## src/rtl/dm_store_buffer.sv

```systemverilog
// Store write buffer: byte-masked stores queue in a circular FIFO, drain one per cycle to data memory,
// and pending bytes forward to loads. Optional STORE_TRACE_EN prints one line per drained store.
module dm_store_buffer #(
    parameter int DEPTH = 4,
    parameter int AW    = 12
) (
    input  logic                     clk,
    input  logic                     reset,
    input  logic                     st_valid,
    input  logic [AW-1:0]            st_addr,
    input  logic [31:0]              st_data,
    input  logic [3:0]               st_be,
    input  logic [31:0]              st_pc,
    output logic                     st_ready,
    input  logic [AW-1:0]            ld_addr,
    input  logic [31:0]              dm_rd,
    output logic [31:0]              ld_data,
    output logic [3:0]               ld_fwd,
    output logic                     dm_we,
    output logic [AW-1:0]            dm_addr,
    output logic [31:0]              dm_wd,
    output logic [3:0]               dm_be,
    output logic [31:0]              dm_pc,
    input  logic                     dm_ready,
    output logic                     empty,
    output logic [$clog2(DEPTH):0]   count
);
    localparam int PW = $clog2(DEPTH);
    localparam int CW = PW + 1;

    logic [AW-1:0] r_addr [DEPTH];
    logic [31:0]   r_data [DEPTH];
    logic [3:0]    r_be   [DEPTH];
    logic [31:0]   r_pc   [DEPTH];
    logic [PW-1:0] r_wr_ptr;
    logic [PW-1:0] r_rd_ptr;
    logic [CW-1:0] r_count;

    logic          w_push;
    logic          w_pop;
    logic [PW-1:0] w_idx;

    assign st_ready = (r_count != CW'(DEPTH));
    assign dm_we    = (r_count != '0);
    assign empty    = (r_count == '0);
    assign count    = r_count;
    assign w_push   = st_valid && st_ready;
    assign w_pop    = dm_we && dm_ready;

    assign dm_addr  = r_addr[r_rd_ptr];
    assign dm_wd    = r_data[r_rd_ptr];
    assign dm_be    = r_be[r_rd_ptr];
    assign dm_pc    = r_pc[r_rd_ptr];

    always_ff @(posedge clk) begin
        if (reset) begin
            r_wr_ptr <= '0;
            r_rd_ptr <= '0;
            r_count  <= '0;
        end else begin
            if (w_push) r_wr_ptr <= r_wr_ptr + 1'b1;
            if (w_pop)  r_rd_ptr <= r_rd_ptr + 1'b1;
            r_count <= r_count + CW'(w_push) - CW'(w_pop);
        end
    end

    // Entry payload needs no reset; validity is tracked by r_count alone.
    always_ff @(posedge clk) begin
        if (w_push) begin
            r_addr[r_wr_ptr] <= st_addr;
            r_data[r_wr_ptr] <= st_data;
            r_be[r_wr_ptr]   <= st_be;
            r_pc[r_wr_ptr]   <= st_pc;
        end
    end

    // Walk entries oldest to youngest from rd_ptr so the youngest match overwrites each lane last.
    always_comb begin
        ld_data = dm_rd;
        ld_fwd  = '0;
        w_idx   = r_rd_ptr;
        for (int k = 0; k < DEPTH; k++) begin
            w_idx = r_rd_ptr + PW'(k);
            if ((CW'(k) < r_count) && (r_addr[w_idx] == ld_addr)) begin
                for (int l = 0; l < 4; l++) begin
                    if (r_be[w_idx][l]) begin
                        ld_data[8*l +: 8] = r_data[w_idx][8*l +: 8];
                        ld_fwd[l]         = 1'b1;
                    end
                end
            end
        end
    end

`ifdef STORE_TRACE_EN
    logic [31:0] w_trace_wd;
    assign w_trace_wd = dm_wd & {{8{dm_be[3]}}, {8{dm_be[2]}}, {8{dm_be[1]}}, {8{dm_be[0]}}};

    always_ff @(posedge clk) begin
        if (!reset && w_pop)
            $display("@%08h: *%08h <= %08h", dm_pc, {{(30-AW){1'b0}}, dm_addr, 2'b00}, w_trace_wd);
    end
`else
    // Trace disabled: the buffer is silent in simulation.
`endif

endmodule

```

## config.mk

```make
export PLATFORM = sky130hd
export DESIGN_NAME = dm_store_buffer
export DESIGN_NICKNAME = d
export VERILOG_FILES = /design/src/rtl/dm_store_buffer.sv
export SDC_FILE = /design/constraint.sdc
export NUM_CORES = 1
export LEC_CHECK = 0
export ABC_AREA = 1
export CAP_MARGIN = 25
export CORE_ASPECT_RATIO = 1.5
export CORE_MARGIN = 8
export CORE_UTILIZATION = 40
export DETAILED_ROUTE_END_ITERATION = 10
export SLEW_MARGIN = 10
export SYNTH_ARGS = -nofsm -noshare
export SYNTH_HDL_FRONTEND = slang
export SYNTH_SLANG_ARGS = --single-unit
export TNS_END_PERCENT = 20
```

## constraint.sdc

```tcl
create_clock -name clk -period 4.8 [get_ports clk]
set_input_delay 0.96 -clock clk [delete_from_list [all_inputs] [get_ports clk]]
set_output_delay 0.96 -clock clk [all_outputs]
set_load 0.03 [all_outputs]
```

# Word-level counts from Yosys, hierarchy flattened
# Memories as Yosys holds them, arrays and structs flattened. A register that Yosys moved wholly into a read port is not among the register bits.
# Index checks and enable logic that the tools add are counted.
totals:
  n_memories: 4
  in_bits: 128
  ff_bits: 7
  ramBits: 320
memory_table:
  columns: ["memory", "depth", "width", "read_ports", "rd_clocked_by_memory_dff", "write_ports", "line", "source"]
  rows:
  - ["r_data", 4, 32, 4, 1, 1, "32", "logic [31:0] r_data [DEPTH];"]
  - ["r_pc", 4, 32, 1, 1, 1, "34", "logic [31:0] r_pc [DEPTH];"]
  - ["r_addr", 4, 12, 4, 1, 1, "31", "logic [AW-1:0] r_addr [DEPTH];"]
  - ["r_be", 4, 4, 4, 1, 1, "33", "logic [3:0] r_be [DEPTH];"]
classes:
  n_mux: 50
  n_eq_ne: 5
  magnitude_cmp: 4
  reduce_logical: 8
  addsub: 6
ops:
  columns: ["cell", "count"]
  rows:
  - ["32-bit two-way mux", 4]
  - ["8-bit two-way mux", 16]
  - ["12-bit equality test", 4]
  - ["1-bit two-way mux", 18]
  - ["2-bit two-way mux", 8]
  - ["4-bit two-way mux", 4]
  - ["1-bit logical AND", 6]
  - ["1-bit by 3-bit < comparator with 1-bit output, first input constant", 2]
  - ["2-bit by 3-bit < comparator with 1-bit output, first input constant", 2]
  - ["2-bit by 1-bit adder with 2-bit output, second input constant", 2]
  - ["2-bit adder, second input constant", 2]
  - ["3-bit by 1-bit adder with 3-bit output", 1]
  - ["3-bit zero test", 1]
  - ["3-bit != test, second input constant", 1]
  - ["3-bit nonzero test", 1]
  - ["3-bit by 1-bit subtractor with 3-bit output", 1]

# Depth between registers and ports, before layout
# Gate-level depths: netlist of run 1.
depth:
  word_depth: 9
  ltp_mapped: 18

# Least setup slack after synthesis of run 1
# No wires, ideal clock.
synth_path:
  path_kind: "flip-flop to flip-flop"
  startpoint: "register r_count[1], in the netlist count[1]"
  endpoint: "memory r_addr[0][0] (enable)"
  arrival_time_ps: 4600
  stages_incl_launch_ff: 5
  setup_slack_ps: -319
  synth_period_minus_slack_ps: 5119
  required_ps: 4281
  path_buffers: 0
  cell_sequence: "dfxtp_1 -> inv_1 -> nand3_1 -> nand2_1 -> nor2_1"
synth_between:
  elab_chain_cells: 4
synth_rtl:
  columns: ["element", "line", "source"]
  rows:
  - ["from (decl)", "37", "logic [CW-1:0] r_count;"]
  - ["from (signal assigned)", "63", "r_count <= r_count + CW'(w_push) - CW'(w_pop);"]
  - ["3-bit != test", "43", "assign st_ready = (r_count != CW'(DEPTH));"]
  - ["net st_ready", "14", "output logic st_ready,"]
  - ["1-bit logical AND", "47", "assign w_push = st_valid && st_ready;"]
  - ["1-bit two-way mux", "69", "if (w_push) begin"]
  - ["1-bit two-way mux (not written as such)", "70", "r_addr[r_wr_ptr] <= st_addr;"]
  - ["to (decl)", "31", null]
# The timed path passes the listed nets, and every way through them passes these cells.

# Worst setup path in the final report of run 1
layout_path:
  startpoint: "register r_rd_ptr[1]"
  endpoint: "output port ld_data[5]"
layout_between:
  elab_chain_cells: 9
  elab_cells_between_ends: 18
  cone_classes: "3 x add/sub; 3 x eq/ne; 6 x mux; 3 x reduce/logical; 3 x memory"
layout_rtl:
  columns: ["element", "line", "source"]
  rows:
  - ["from (decl)", "36", "logic [PW-1:0] r_rd_ptr;"]
  - ["from (signal assigned)", "62", "if (w_pop) r_rd_ptr <= r_rd_ptr + 1'b1;"]
  - ["2-bit by 1-bit adder with 2-bit output", "83", "w_idx = r_rd_ptr + PW'(k);"]
  - ["memory 4 x 12 bit", null, null]
  - ["12-bit equality test", "84", "if ((CW'(k) < r_count) && (r_addr[w_idx] == ld_addr)) begin"]
  - ["1-bit logical AND", "84", null]
  - ["32-bit two-way mux", "84", null]
  - ["8-bit two-way mux", "86", "if (r_be[w_idx][l]) begin"]
  - ["32-bit two-way mux", "84", null]
  - ["8-bit two-way mux", "86", null]
  - ["32-bit two-way mux (*)", "84", null]
  - ["to (decl)", "17", "output logic [31:0] ld_data,"]
# Mark *: on every way between the ends. The rest lies on a longest branch, timed or not.

==> results.yml, run 1 <==
worst_setup_path:
  path_delay_family: "simple AND/OR/NAND/NOR gates"
  cp_common_cell: "nor2_1"
  cp_cell_sequence: "inv_2 > nor2_4 > a21oi_1 > nand3_1 > nand2_1 > nor2_1 > nand2_1 > nor2_4 > nand3_2 > nor2_1 > nor2_1 > a21oi_1 > buf_12"
  crit_type: "reg -> out"
  end_kind: "primary output"
  crit_required_ns: 3.84
  start_kind: "flip-flop"
  cp_max_fo: 9
  crit_path_top_delay_cell: "dfxtp_1"
  cp.arrival_ns: 3.73
  rrSetupSlack_ns: 2.25
  path_buf_inv: 2
  cpPeakStageDelay_ns: 0.52
logic_synthesis:
  yosysUniqueCellTypes: 43
  yosysWarningCount: 0
  synth-compound-area-share_pct: 15.6
  synth_top_family_by_area: "simple AND/OR/NAND/NOR gates"
  yosys.area_share.simple_pct: 25.2
  syn_area_sq_mm: 0.0189
  synth.net_count: 2418
  synth_edf_count: 320
  syn_area_per_cell_sq_um: 8.28
  synth-seq-area-share_pct: 51.8
  synth_xor_area_share_pct: 0.186
  muxShareOfSynthArea_pct: 0
  synth-adder-area-share_pct: 0.636
  async_flop_share_pct: 0
  synth_top_flop_cell: "edfxtp_1"
  synthCells: 2281
  ys_seq_elements: 329
power_and_ir_drop:
  swShare_pct: 44.2
  vdd_drop_max_v: 0.000395
  seqPwrFrac_pct: 28.2
  p_sw_mw: 5.76
  leakage_nw: 9.50
  p_int_mw: 7.27
  power_frac_clock_pct: 22.0
  p_comb_share_pct: 49.9
  power_per_cell_area_mw_per_mm2: 557
routing:
  vias: 17600
  vias_per_cell: 5.62
  drt_wl_total_microns: 66900
  drtIter0Drc: 1358
  first_pass_iters: 5
  ant_nets: 0
  wl_per_cell_microns: 21.4
  drcViolationCount: 0
timing:
  clock_skew_ns: 0.0232
  slew_headroom_pct: 34.2
  layout_min_cycle_time_ns: 4.69
  hold_slack_ns: 0.536
  period_share_pct: 97.6
  slew_violations: 0
  finalHoldViolCount: 0
  worstMarginPinSlew_ns: 0.987
  grt_setup_unrepaired: "true"
  fin_ws_ns: 0.113
  setup_viol: 0
  fmax_mhz: 213
global_routing:
  grt_pass1_wl_microns: 99800
  antenna_found_initial: 6
  grt_pass1_vias: 17400
  grt_start_max_net_pins: 137
  grtUsageMet1_pct: 25.8
  overflow: 0
  track_usage_pct: 23.5
  grt_util_met3_pct: 5.55
  met2_usage_pct: 42.4
  grt_busiest_layer: "met2"
die:
  die_w_microns: 193
  rows: 97
  fp.dieH_microns: 282
  start_util_pct: 40.4
  io_pins: 250
  die_area_sq_mm: 0.0546
  fp.coreArea_sq_mm: 0.0467
place:
  dp_slack_ns: 0.146
  gp_congestion: 0.940
  hpwl_microns: 43800
  port_buffers: 249
clocking:
  clk_pin_slew_worst_paths_ns: 0.06
  clockBufferDepth: 3
  cts_tree: "done"
  cts_root_buf: "clkbuf_16"
  clk_latency_ns: 0.56
  cts.sinks: 329
  cts_max_level: 2
  cts-buffers-inserted: 37
worst_hold_path:
  worstHoldPathType: "reg -> reg"
cells_and_area:
  syn_to_final_growth_pct: 23.8
  layout.nets: 2634
  nFillCells: 4330
  drive_gt1_share_pct: 7.81
job:
  drv_cap: 0
outcome:
  outcome: "completed"
cell families after synthesis:
kind of cell	after synthesis
AND/OR/NAND/NOR	1145
flip-flops	329
adder cells (fa/ha/maj)	9
XOR/XNOR	4
buffers and inverters	278
AO/OA/AOI/OAI	516
layout make-up:
type / count / area (sq um) / share of cell area [%]
Clock inverter: 21 / 239 / 1.02
Sequential cell: 329 / 9800 / 41.9
Tap cell: 594 / 743 / 3.18
Antenna cell: 5 / 12.5 / 0.0535
Multi-Input combinational cell: 1674 / 7960 / 34.0
Timing Repair Buffer: 301 / 3070 / 13.1
Inverter: 154 / 586 / 2.50
Clock buffer: 45 / 977 / 4.18
metrics by stage:
stage | instances | instance area, sq um | setup TNS (ns) | util, % | power (mW)
floorplan | 2281 | 18900 | -102.03 | - | 7.85
global placement | 3049 | 22100 | 0 | 47.2 | 10.1
detailed placement | 3049 | 22100 | 0 | 47.2 | 10.1
CTS | 3115 | 23300 | -0.000343 | 49.9 | 13.1
global route | 3121 | 23400 | -0.0914 | 50.0 | 13.7
finish | 3123 | 23400 | 0 | 50.1 | 13.0
timing repair:
action,CTS,global route
hold buffers,0,0
setup buffers,0,3
gates resized for setup,3,8
endpoints found under the setup margin,21,30
pin swaps,0,1
worst paths after layout:
| kind | cells after the start | from | endpoint |
|---|---|---|---|
| setup / recovery | 13 | r_rd_ptr[1] | ld_data[5] |
| hold / removal | 2 | r_wr_ptr[1] | r_wr_ptr[1] |
| setup reg to reg | 5 | count[1] | r_data[2][25] |
| hold reg to reg | 2 | r_wr_ptr[1] | r_wr_ptr[1] |
cells in the mapped netlist (2+ instances only):
master | count | share of area [%]
nor2_8 | 2 | 0.21
a221oi_1 | 36 | 1.7
edfxtp_1 | 320 | 51
clkbuf_1 | 62 | 1.2
nand2_1 | 576 | 11
inv_2 | 4 | 0.079
nand4_1 | 7 | 0.23
nand3_4 | 4 | 0.37
o21ai_1 | 11 | 0.29
nor2_4 | 4 | 0.24
nand3_2 | 8 | 0.42
a32oi_1 | 4 | 0.19
o22ai_1 | 68 | 2.3
xor2_1 | 3 | 0.14
a21o_1 | 32 | 1.3
nand3_1 | 138 | 3.7
inv_1 | 149 | 3.0
buf_1 | 9 | 0.18
o21ai_0 | 187 | 5.0
nor2_2 | 10 | 0.33
and2_1 | 2 | 0.066
nand2_2 | 3 | 0.099
buf_6 | 15 | 0.89
nand3b_2 | 4 | 0.24
dfxtp_1 | 9 | 0.95
buf_4 | 5 | 0.20
buf_2 | 32 | 0.85
ha_1 | 8 | 0.53
nor2_1 | 380 | 7.6
a31oi_1 | 32 | 1.1
nand2_4 | 3 | 0.18
a21oi_1 | 143 | 3.8
cells in the final DEF (no fill, tap or decap), drive strengths merged, types with 5 or more instances in the layout:
cell | netlist | final
nand2 | 583 | 583
a31oi | 32 | 32
nand3 | 150 | 150
a21o | 32 | 32
buf | 62 | 88
clkbuf | 62 | 45
inv | 153 | 157
o21ai | 199 | 199
diode | 0 | 5
edfxtp | 320 | 320
nor2 | 396 | 396
clkdlybuf4s50 | 0 | 213
nand4 | 7 | 7
a221oi | 36 | 36
dfxtp | 9 | 9
clkinv | 1 | 14
ha | 8 | 8
a21oi | 143 | 143
o22ai | 68 | 68
flip-flops by register name, indices dropped and copies added, names as in the netlist, named ones only:
name / count
r_data: 128
r_pc: 128
r_addr: 48
r_be: 16
count: 3
r_rd_ptr: 2
r_wr_ptr: 2
power by group through the flow:
| stage | Clock, mW | Combinational, mW | Sequential (mW) |
|---|---|---|---|
| floorplan | 0 | 4.17 | 3.68 |
| global placement | 0 | 6.37 | 3.73 |
| detailed placement | 0 | 6.40 | 3.74 |
| CTS | 2.92 | 6.45 | 3.68 |
| global route | 3.02 | 7.02 | 3.70 |
| finish | 2.86 | 6.50 | 3.67 |
routing by layer:
metal	routed length [microns]	vias up	part of all wire (%)
met5	13	-	0.019
met4	3010	2	4.5
met3	5380	206	8.0
met2	33500	810	50
met1	25000	8271	37
li1	-	8276	-
worst min-delay path, cell delays in order, from the launching register on:
cell	delay, ns
dfxtp_1	0.32
inv_1	0.10
a21oi_1	0.07
Note: power is estimated with default switching activity, not from simulation.
==> inputs of run 2 (changes only) <==
Settings changed: CTS_BUF_LIST from default to sky130_fd_sc_hd__clkbuf_2 sky130_fd_sc_hd__clkbuf_4 sky130_fd_sc_hd__clkbuf_8.
==> run 2 against run 1 <==
  * Utilization rose by 0.15 points
  * Via count about the same
  * Sequential power about the same
  * Global-route usage rose by 0.17 points
  * Worst setup slack better by 0.16 ns
  * Combinational power hardly changed
==> results.yml, run 2 (same netlist as run 1, synthesis figures left out) <==
cells_and_area:
  nFillCells: 4319
  drive_gt1_share_pct: 9.30
  utilization_pct: 50.2
  register_area_sq_mm: 0.00980
  instances_no_fill: 3158
  final_cell_mix: "nand2_1, nor2_1, edfxtp_1, clkdlybuf4s50_1, o21ai_0"
  layout_commonest_cell: "nand2_1"
  multiInputGateArea_sq_mm: 0.00803
  layout.nets: 2654
  reg_top3: "r_data (128), r_pc (128), r_addr (48)"
  syn_to_final_growth_pct: 24.2
die:
  fp.coreArea_sq_mm: 0.0467
  io_pins: 250
  die_w_microns: 193
  rows: 97
  die_area_sq_mm: 0.0546
  start_util_pct: 40.4
  fp.dieH_microns: 282
worst_setup_path:
  end_kind: "primary output"
  cp.arrival_ns: 3.57
  crit_required_ns: 3.84
  cp_max_fo: 30
  start_kind: "flip-flop"
  crit_type: "reg -> out"
clocking:
  cts_root_buf: "clkbuf_8"
  clockBufferDepth: 3
  cts_max_level: 2
  cts.sinks: 329
  cts_tree: "done"
  cts-buffers-inserted: 56
  clk_latency_ns: 0.65
  ctsHoldBuffers: 0
  clk_pin_slew_worst_paths_ns: 0.06
job:
  drv_cap: 0
timing:
  setup_viol: 0
  clock_skew_ns: 0.0186
  slew_headroom_pct: 35.7
  finalHoldViolCount: 0
  hold_slack_ns: 0.537
  slew_violations: 0
  layout_min_cycle_time_ns: 4.53
  worstMarginPinSlew_ns: 0.965
  fin_ws_ns: 0.269
  fmax_mhz: 221
  period_share_pct: 94.4
  grt_setup_unrepaired: "false"
power_and_ir_drop:
  power_per_cell_area_mw_per_mm2: 547
  vdd_drop_max_v: 0.000469
  leakage_nw: 9.53
  power_mw: 12.8
routing:
  vias_per_cell: 5.56
  first_pass_iters: 6
  vias: 17600
  met2_length_microns: 33400
  wl_met1_microns: 25400
  highest-signal-layer: "met5"
  ant_nets: 0
  drcViolationCount: 0
  route.met3.wl_microns: 5060
  wl_per_cell_microns: 21.2
  drtIter0Drc: 1382
  drt_wl_total_microns: 66900
global_routing:
  grt_pass1_vias: 17600
  overflow: 0
  grt_pass1_wl_microns: 100000
  antenna_found_initial: 8
  track_usage_pct: 23.7
  grt_start_max_net_pins: 137
worst_hold_path:
  worstHoldPathType: "reg -> reg"
outcome:
  outcome: "completed"
place:
  port_buffers: 249
  place_inst: 3049
  dp_slack_ns: 0.146
  hpwl_microns: 43800
  gp_congestion: 0.940
[run 2: changes by cell type in the layout (fill, tap and decap cells not counted), moves of 3 or more]
| cell | delta |
|---|---|
| clkbuf_8 | +59 |
| clkbuf_1 | -7 |
| clkbuf_4 | +14 |
| clkinv_1 | +6 |
| nand3_4 | +4 |
| clkbuf_16 | -38 |
| buf_4 | -4 |
| inv_6 | -3 |
[run 2: final timing paths]
check                           slack (ns)        start  cells past startpoint            to
worst max-delay path                  0.27  r_rd_ptr[1]                     12   ld_data[21]
worst max register to register        2.25     count[1]                      5  r_addr[2][4]
worst min register to register        0.54  r_wr_ptr[1]                      2   r_wr_ptr[1]
worst min-delay path                  0.54  r_wr_ptr[1]                      2   r_wr_ptr[1]
[run 2: cell type report]
class                      count  area share (%)
inverter                     154            2.53
antenna                        6          0.0640
sequential                   329            41.8
clock buffer                  73            3.91
tap                          594            3.17
clock inverter                26            1.01
timing repair buffer         302            13.3
multi-input combinational   1674            34.2
[run 2: report_power, final]
group          leakage (nW)  switching, mW  total [mW]  internal, mW
Combinational          5.92           4.40        6.53          2.13
Sequential             3.01          0.198        3.68          3.48
Clock                 0.601           1.17        2.63          1.46
Total                  9.53           5.76        12.8          7.08
[run 2: layer usage]
layer / global-route usage, % / up-vias
met5: 0 / -
met4: 12.6 / 4
met3: 6.17 / 206
met2: 42.3 / 711
met1: 25.7 / 8326
li1: - / 8311
[run 2: worst max-delay path: stages (launching register included)]
cell,delay [ns]
dfxtp_2,0.37
inv_2,0.30
nand2_4,0.19
nand2_8,0.25
nand3_2,0.10
o21ai_2,0.08
xor2_1,0.31
nand4_1,0.20
nor2_4,0.28
nand3b_2,0.31
nor2_1,0.28
a21oi_1,0.07
buf_4,0.18
[run 2: what timing repair did]
item | 4_1_cts | 5_1_grt
resized for setup | 11 | 22
setup buffers | 2 | 2
pin swaps | 1 | 2
cloned | 0 | 0
endpoints found under the setup margin | 32 | 34
[run 2: per-stage QoR]
step | area (sq um) | setup TNS [ns]
after detailed placement | 22100 | 0
after global placement | 22100 | 0
after floorplan | 18900 | -102.03
final | 23500 | 0
after global routing | 23500 | 0
after CTS | 23300 | 0
==> inputs of run 3 (changes only) <==
Settings changed: REMOVE_ABC_BUFFERS from default to 1.
==> run 3 against run 2 <==
  * Cell area fell by 0.29%
  * Critical path depth fell by 1
  * Maximum frequency fell by 3.3%
  * Sequential power barely moved
  * Worst setup slack got worse by 0.16 ns
  * First-iteration DRC count fell by 5.4%
  * Global-route usage fell by 0.35 points
  * Final cell count barely moved
  * Combinational power barely moved
  * Die area did not move
==> results.yml, run 3 (same netlist as run 1, synthesis figures left out) <==
die:
  rows: 97
  start_util_pct: 40.4
  fp.coreArea_sq_mm: 0.0467
  fp.dieH_microns: 282
  die_w_microns: 193
  die_area_sq_mm: 0.0546
  io_pins: 250
timing:
  slew_headroom_pct: 56.0
  finalHoldViolCount: 0
  grt_setup_unrepaired: "false"
  period_share_pct: 97.6
  setup_viol: 0
  clock_skew_ns: 0.0410
  fmax_mhz: 213
  slew_violations: 0
  worstMarginPinSlew_ns: 0.659
  layout_min_cycle_time_ns: 4.69
  setup_tns_ns: 0
  fin_ws_ns: 0.113
power_and_ir_drop:
  p_sw_mw: 5.77
  p_comb_share_pct: 51.4
  seqPwrFrac_pct: 28.7
  power_mw: 12.7
  power_per_cell_area_mw_per_mm2: 545
  vdd_drop_max_v: 0.000332
  swShare_pct: 45.3
  power_frac_clock_pct: 20.0
  p_int_mw: 6.98
  leakage_nw: 9.52
routing:
  ant_nets: 0
  drtIter0Drc: 1307
  wl_met1_microns: 24900
  route.met3.wl_microns: 5060
  vias_per_cell: 5.62
  drt_wl_total_microns: 67100
  first_pass_iters: 6
  highest-signal-layer: "met5"
  drcViolationCount: 0
  vias: 17800
  wl_per_cell_microns: 21.2
  met2_length_microns: 33800
worst_setup_path:
  crit_path_top_delay_cell: "a32oi_1"
  cp.arrival_ns: 3.73
  rrSetupSlack_ns: 2.38
  start_kind: "flip-flop"
  ff2ff_path_depth: 5
  crit_required_ns: 3.84
  path_buf_inv: 4
  cp_max_fo: 62
  reg2reg_to: "r_pc[3][2]"
  path_delay_family: "buffers and inverters"
  r2r-start: "count[1]"
  cpPeakStageDelay_ns: 0.51
  crit_type: "reg -> out"
  end_kind: "primary output"
  crit_cells: 11
  critical_path.endpoint: "ld_data[20]"
  cp_cell_sequence: "inv_6 > buf_8 > nand2_1 > a32oi_1 > inv_1 > a21oi_1 > nand3_1 > nand3_1 > nand2_1 > a21oi_1 > buf_4"
place:
  port_buffers: 249
  placed_cell_area_sq_mm: 0.0219
  hpwl_microns: 42800
  gp_congestion: 0.912
  dp_slack_ns: 0.135
clocking:
  cts_max_level: 2
  clk_pin_slew_worst_paths_ns: 0.07
  clk_latency_ns: 0.64
  cts.sinks: 329
  cts_root_buf: "clkbuf_8"
  clockBufferDepth: 3
  cts_tree: "done"
  cts-buffers-inserted: 55
global_routing:
  track_usage_pct: 23.4
  grt_pass1_vias: 17800
  grt_start_max_net_pins: 100
  grt_pass1_wl_microns: 99300
  antenna_found_initial: 10
  overflow: 0
worst_hold_path:
  hold_path_depth: 2
  worstHoldPathType: "reg -> reg"
job:
  drv_cap: 0
cells_and_area:
  fin_area_sq_mm: 0.0234
  syn_to_final_growth_pct: 23.9
  drive_gt1_share_pct: 9.18
  layout.nets: 2651
  layout_commonest_cell: "nand2_1"
  final_cell_mix: "nand2_1, nor2_1, edfxtp_1, clkdlybuf4s50_1, o21ai_0"
  reg_top3: "r_data (128), r_pc (128), r_addr (48)"
outcome:
  outcome: "completed"
-- run 3: cell types whose count changed in the layout (fill, tap and decap cells not counted), sizes merged --
cell	previous run	this run
buf	89	87
clkbuf	73	70
bufinv	4	3
clkinv	20	27
-- run 3: power groups by stage --
| stage | Sequential [mW] | Combinational (mW) | Clock (mW) |
|---|---|---|---|
| 3_3_place_gp | 3.74 | 6.27 | 0 |
| 2_1_floorplan | 3.86 | 3.77 | 0 |
| 6_report | 3.65 | 6.55 | 2.55 |
| 3_5_place_dp | 3.75 | 6.32 | 0 |
| 4_1_cts | 3.67 | 6.47 | 2.60 |
| 5_1_grt | 3.68 | 7.09 | 2.70 |
-- run 3: worst min path at each step --
stage / start / to / slack (ns)
finish: r_wr_ptr[1] / r_wr_ptr[1] / 0.55
global placement: r_wr_ptr[1] / r_wr_ptr[1] / 0.51
floorplan: r_wr_ptr[1] / r_wr_ptr[1] / 0.49
global route: r_wr_ptr[1] / r_wr_ptr[1] / 0.58
CTS: r_wr_ptr[1] / r_wr_ptr[1] / 0.55
detailed placement: r_wr_ptr[1] / r_wr_ptr[1] / 0.54
-- run 3: per-layer routing --
layer | vias to the layer above | GRT usage [%]
met5 | - | 0
met4 | 8 | 14.1
met3 | 199 | 5.45
met2 | 778 | 41.7
met1 | 8456 | 25.1
li1 | 8318 | -
-- run 3: layout make-up --
class | count | area, sq um
flip-flops and latches | 329 | 9800
clock buffers | 70 | 876
clock inverters | 32 | 235
inverters | 154 | 584
fillers | 4323 | 23300
repair buffers | 300 | 3110
well taps | 594 | 743
multi-input cells | 1674 | 8030
diodes | 6 | 15.0
-- run 3: tightest hold or removal path, cell delays in order (launching register included) --
cell and delay, ns:
dfxtp_1 0.33, inv_1 0.10, a21oi_1 0.07
-- run 3: what timing repair did --
item,in CTS,in global routing
resized for setup,17,15
endpoints found under the hold margin,0,0
buffers inserted,9,5
endpoints found under the setup margin,36,32
pin swaps,3,3
hold buffers,0,0
gates cloned,0,0
-- run 3: per-stage QoR --
step	cells	hold slack (ns)	utilization (%)
2_1_floorplan	2157	0.490	-
3_3_place_gp	3037	0.509	46.9
3_5_place_dp	3037	0.540	46.9
4_1_cts	3148	0.550	49.7
5_1_grt	3159	0.580	50.1
6_report	3159	0.550	50.1
